[src/rtl/clk_gate_ctrl.sv]
// Per-domain clock-gating controller: gates idle domains, re-enables on activity, flags ready after WAKE_LAT.
// Optional per-domain gated-cycle counters are built when CLK_GATE_STATS_EN is defined.

module clk_gate_dom #(
  parameter int IDLE_W   = 8,
  parameter int WAKE_LAT = 2
) (
  input  logic              clk,
  input  logic              rst,
  input  logic [IDLE_W-1:0] idle_thresh_i,
  input  logic              act_i,
  output logic              en_o,
  output logic              rdy_o
);
  typedef enum logic [1:0] {RUN, GATED, WAKE} state_t;

  localparam int WC_W = (WAKE_LAT > 1) ? $clog2(WAKE_LAT) : 1;
  localparam logic [WC_W-1:0] WC_LAST = WC_W'((WAKE_LAT > 0) ? WAKE_LAT - 1 : 0);

  state_t            state_q, state_d;
  logic [IDLE_W-1:0] idle_q, idle_d;
  logic [WC_W-1:0]   wc_q, wc_d;
  logic              en_q, en_d, rdy_q, rdy_d;
  logic [IDLE_W:0]   idle_inc;
  logic [IDLE_W-1:0] idle_sat;

  // One extra bit so the threshold compare sees idle_cnt+1 even when the counter is saturated.
  assign idle_inc = {1'b0, idle_q} + 1'b1;
  assign idle_sat = idle_inc[IDLE_W] ? '1 : idle_inc[IDLE_W-1:0];

  always_comb begin
    state_d = state_q;
    idle_d  = idle_q;
    wc_d    = wc_q;
    en_d    = en_q;
    rdy_d   = rdy_q;
    case (state_q)
      RUN: begin
        if (act_i) begin
          idle_d = '0;
        end else if ((idle_thresh_i != '0) && (idle_inc >= {1'b0, idle_thresh_i})) begin
          state_d = GATED;
          idle_d  = '0;
          en_d    = 1'b0;
          rdy_d   = 1'b0;
        end else begin
          idle_d = idle_sat;
        end
      end
      GATED: begin
        if (act_i) begin
          en_d = 1'b1;
          wc_d = '0;
          if (WAKE_LAT == 0) begin
            state_d = RUN;
            rdy_d   = 1'b1;
          end else begin
            state_d = WAKE;
          end
        end
      end
      WAKE: begin
        // Not abortable: completes regardless of activity.
        if (wc_q == WC_LAST) begin
          state_d = RUN;
          rdy_d   = 1'b1;
          idle_d  = '0;
          wc_d    = '0;
        end else begin
          wc_d = wc_q + 1'b1;
        end
      end
      default: begin
        state_d = RUN;
        en_d    = 1'b1;
        rdy_d   = 1'b1;
        idle_d  = '0;
        wc_d    = '0;
      end
    endcase
  end

  always_ff @(posedge clk) begin
    if (rst) begin
      state_q <= RUN;
      idle_q  <= '0;
      wc_q    <= '0;
      en_q    <= 1'b1;
      rdy_q   <= 1'b1;
    end else begin
      state_q <= state_d;
      idle_q  <= idle_d;
      wc_q    <= wc_d;
      en_q    <= en_d;
      rdy_q   <= rdy_d;
    end
  end

  assign en_o  = en_q;
  assign rdy_o = rdy_q;
endmodule

module clk_gate_ctrl #(
  parameter int N_DOM    = 4,
  parameter int IDLE_W   = 8,
  parameter int WAKE_LAT = 2
`ifdef CLK_GATE_STATS_EN
  , parameter int CNT_W  = 16
`endif
) (
  input  logic              clk,
  input  logic              rst,
  input  logic [IDLE_W-1:0] idle_thresh,
  input  logic [N_DOM-1:0]  force_on,
  input  logic [N_DOM-1:0]  busy,
  input  logic [N_DOM-1:0]  wake_req,
`ifdef CLK_GATE_STATS_EN
  input  logic              stats_clr,
  output logic [N_DOM*CNT_W-1:0] gated_cnt,
`endif
  output logic [N_DOM-1:0]  enable,
  output logic [N_DOM-1:0]  ready
);
  logic [N_DOM-1:0] act;
  assign act = busy | wake_req | force_on;

  clk_gate_dom #(.IDLE_W(IDLE_W), .WAKE_LAT(WAKE_LAT)) u_dom [N_DOM-1:0] (
    .clk           (clk),
    .rst           (rst),
    .idle_thresh_i (idle_thresh),
    .act_i         (act),
    .en_o          (enable),
    .rdy_o         (ready)
  );

`ifdef CLK_GATE_STATS_EN
  logic [N_DOM-1:0][CNT_W-1:0] gcnt_q;

  for (genvar d = 0; d < N_DOM; d++) begin : g_stats
    always_ff @(posedge clk) begin
      if (rst || stats_clr) gcnt_q[d] <= '0;
      else if (!enable[d] && (gcnt_q[d] != '1)) gcnt_q[d] <= gcnt_q[d] + 1'b1;
    end
    assign gated_cnt[d*CNT_W +: CNT_W] = gcnt_q[d];
  end
`endif
endmodule

[config.mk]
export PLATFORM = sky130hd
export DESIGN_NAME = clk_gate_ctrl
export DESIGN_NICKNAME = d
export VERILOG_FILES = /design/src/rtl/clk_gate_ctrl.sv
export SDC_FILE = /design/constraint.sdc
export NUM_CORES = 1
export LEC_CHECK = 0
export ABC_AREA = 1
export CAP_MARGIN = 20
export CORE_AREA = 2 2 86 88
export CTS_BUF_LIST = sky130_fd_sc_hd__clkbuf_2
export DETAILED_ROUTE_END_ITERATION = 12
export DIE_AREA = 0 0 88 90
export GPL_TIMING_DRIVEN = 1
export MAX_ROUTING_LAYER = met4
export PLACE_DENSITY = 0.75
export SLEW_MARGIN = 10
export SYNTH_ARGS = -nofsm -noshare
export SYNTH_HDL_FRONTEND = slang
export SYNTH_SLANG_ARGS = --single-unit
[constraint.sdc]
create_clock -name clk -period 2.55 [get_ports clk]
set_input_delay 0.51 -clock clk [delete_from_list [all_inputs] [get_ports clk]]
set_output_delay 0.51 -clock clk [all_outputs]
set_load 0.02 [all_outputs]
==> impl_results.md <==
- Final hold violation count: 0
- Synth Area in Compound Gates: 13.30%
- Critical hold path startpoint: u_dom[3].en_o
- Post-synthesis sequential area ratio: 27.67%
- Diodes inserted: 0
- Synthesized cell area: 3762 um2
- Worst Setup Slack, final: 0.1398 ns
- Area growth, synth to finish: 17.19%
- Worst Max-Slew Pin Slew: 0.8630 ns
- Syn_nets: 612
- CTS tree: done
- Max VDD drop: 0.0002066 V
- Post-synth EDFFs: 0
- Top cell type's share of synthesized area: 27.67%
- Pwr/cell area: 302.7 nW/um2
- CP Class: reg -> reg
- Post-synthesis register bit count: 52
- Gpl congestion: 0.9459
- Core area: 7020 um2
- Synth Instances: 554
- Depth of the worst register-to-register path: 19
- Synthesis Warnings: 0
- Average cell area after synthesis: 6.791 um2
- Most common cell in the netlist: nand2_1
- Crit start category: flip-flop
- Register share of total power: 61.5%
- Pre-CTS WS: 0.0007956 ns
- H-tree Lvls: 2
- Data required time of the critical path: 2.96 ns
- Avg WL per Cell: 12.19 um
- Clk Latency, worst-skew pair: 0.47 ns
- Fin nets: 649
- Mux contribution to synthesized area: 0%
- First-pass GRT wire length: 14.39 mm
- Maxcap violations: 0
- Top cells by count, synth: 130 x nand2_1, 78 x inv_1, 55 x nor2_1
- Net Sw Power: 0.3785 mW
- Port buffer count: 29
- Share of flip-flops with an asynchronous set or reset: 0%
- Fin Setup TNS: 0 ns
- Clk buf depth: 2
- Initial antenna violation count: 0
- DR vias: 3619
- Worst r2r src: u_dom[2].idle_q[1]
- Comb power frac: 10.8%
- CP startpoint: u_dom[2].idle_q[1]
- Hold slack final: 0.4681 ns
- Iter 0 DRT Violations: 88
- Die X: 88 um
- Fill cell count: 643
- Xor and xnor area share after synthesis: 2.095%
- Pleak: 2.023 nW
- P_int: 0.9564 mW
- Sink Count: 52
- GRT Residual Overflow: 0
- Clk root buf: clkbuf_2
- First-pass DRT Iterations: 5
- Total Die Area: 7920 um2
- Via/cell ratio: 5.237
- Most common flop cell mapped by yosys: dfxtp_1
- Total Wirelength: 8.424 mm
- Finished Cell Area: 4409 um2
- Final worst path period share: 94.52%
- Slew margin rel.: 42.25%
- Simple-Gate Fraction of Synth Area: 34.55%
- DRC: 0
- Synth Area in Adders: 11.97%
- Crit path time final: 2.410 ns
- Hold path cells: 2
- Switching part of the total: 28.35%
- Placement Cell Area: 4156 um2
- Starting Density: 53.59%
- CTS Buf Count: 5
- Clock slew at reported path FFs: 0.29 ns
- Critical Path AT: 2.82 ns
- All-Layer GR Usage: 22.53%
- Fmax achieved: 414.9 MHz
- Final setup violation count: 0
- Largest family of logic cells by synthesized area: simple AND/OR/NAND/NOR gates
- Number of global-route vias before repair: 3429
- Status: finished clean
- Final Slew Violations: 0
- IO Count: 30
- Synth unique cells: 40
- Clk pwr share: 27.6%
- Critical Path Fanout Max: 7
- DP HPWL: 6.239 mm
- RSZ-0062 raised after global routing: yes
- Clk_skew: 0.02749 ns
- Layout cells sized above 1: 17.91%
- Largest net degree at the start of global routing: 26
- CP endpoint kind: flip-flop
- Die height: 90 um
- Area contributors post-synth: dfxtp_1 28%, nand2_1 13%, ha_1 12%
- Leading area contributor after synthesis: dfxtp_1
- Std cell rows: 31
- Routed Antenna Nets: 0
- Worst min path class: reg -> reg
worst max-delay path, stage by stage, from the launching register on:
cell and delay, ns:
dfxtp_2 0.43, ha_4 0.16, nand2_4 0.06, nor2_4 0.13, inv_4 0.06, nand2_2 0.06
inv_2 0.05, nor2_4 0.13, ha_4 0.22, a21oi_1 0.15, nand3_1 0.09, nand2_1 0.07
nand2_1 0.05, nand2_1 0.05, nand2_1 0.05, nand2_2 0.08, nand2_4 0.06, nor2_4 0.23
nand2_1 0.11, a21oi_2 0.13
what timing repair did:
item,CTS,global route
setup buffers,0,6
endpoints found under the setup margin,0,25
gates resized for setup,0,48
hold buffers,0,0
layout by cell type, fill, tap and decap left out, types with 6 or more instances in the layout:
cell,count
a21oi_2,12
nor3_1,12
nor2_4,10
nor2_2,9
nand2_1,120
clkdlybuf4s50_1,29
inv_1,75
a21oi_1,41
ha_1,33
o21ai_0,19
inv_2,6
nor2_1,49
xor2_1,9
nand3_1,26
dfxtp_1,47
nand2_2,19
buf_4,12
cell type report:
type	count	area [um2]	area share, %
clock buffers	5	25.02	0.5675
clock inverters	3	22.52	0.5108
inverters	83	314.1	7.123
multi-input cells	406	2474	56.10
flip-flops and latches	52	1047	23.75
well taps	99	123.9	2.809
repair buffers	43	402.9	9.137
sequential cells by signal, summed over array words and instances, names as in the netlist:
name and cells:
u_dom.en_o 4, u_dom.wc_q 4, u_dom.rdy_o 4, u_dom.idle_q 32, u_dom.state_q 8
stage by stage:
| stage | cells | power [mW] | util [%] |
|---|---|---|---|
| 3_3_place_gp | 677 | 0.9680 | 59.21 |
| 2_1_floorplan | 554 | 0.9058 | - |
| 5_1_grt | 691 | 1.394 | 62.81 |
| 4_1_cts | 685 | 1.343 | 59.88 |
| 3_5_place_dp | 677 | 0.9726 | 59.21 |
| 6_report | 691 | 1.335 | 62.81 |
power groups by stage:
stage                     clock (mW)  combinational (mW)  sequential [mW]
after floorplan                    0              0.0712            0.835
after global placement             0               0.134            0.834
after detailed placement           0               0.138            0.834
after CTS                      0.383               0.139            0.821
after global routing           0.411               0.161            0.823
final                          0.369               0.145            0.821
path summary, 6_finish.rpt:
path                                           end  slack (ns)
worst max register to register  u_dom[2].idle_q[5]        0.14
worst min-delay path                 u_dom[3].en_o        0.47
worst min register to register       u_dom[3].en_o        0.47
worst max-delay path            u_dom[2].idle_q[5]        0.14
per-layer routing:
layer | part of all wire [%] | GRT usage, % | vias to the layer above
li1 | - | - | 1860
met1 | 47 | 29.01 | 1641
met2 | 45 | 35.35 | 97
met3 | 5.2 | 4.132 | 21
met4 | 2.7 | 7.564 | 0
met5 | 0 | - | -
cell families after synthesis:
logic type               count (synthesis)
XOR/XNOR                                 9
buffers and inverters                   96
flip-flops                              52
AO/OA/AOI/OAI                           88
AND/OR/NAND/NOR                        273
adder cells (fa/ha/maj)                 36
Power figures use the tool's default switching activity.
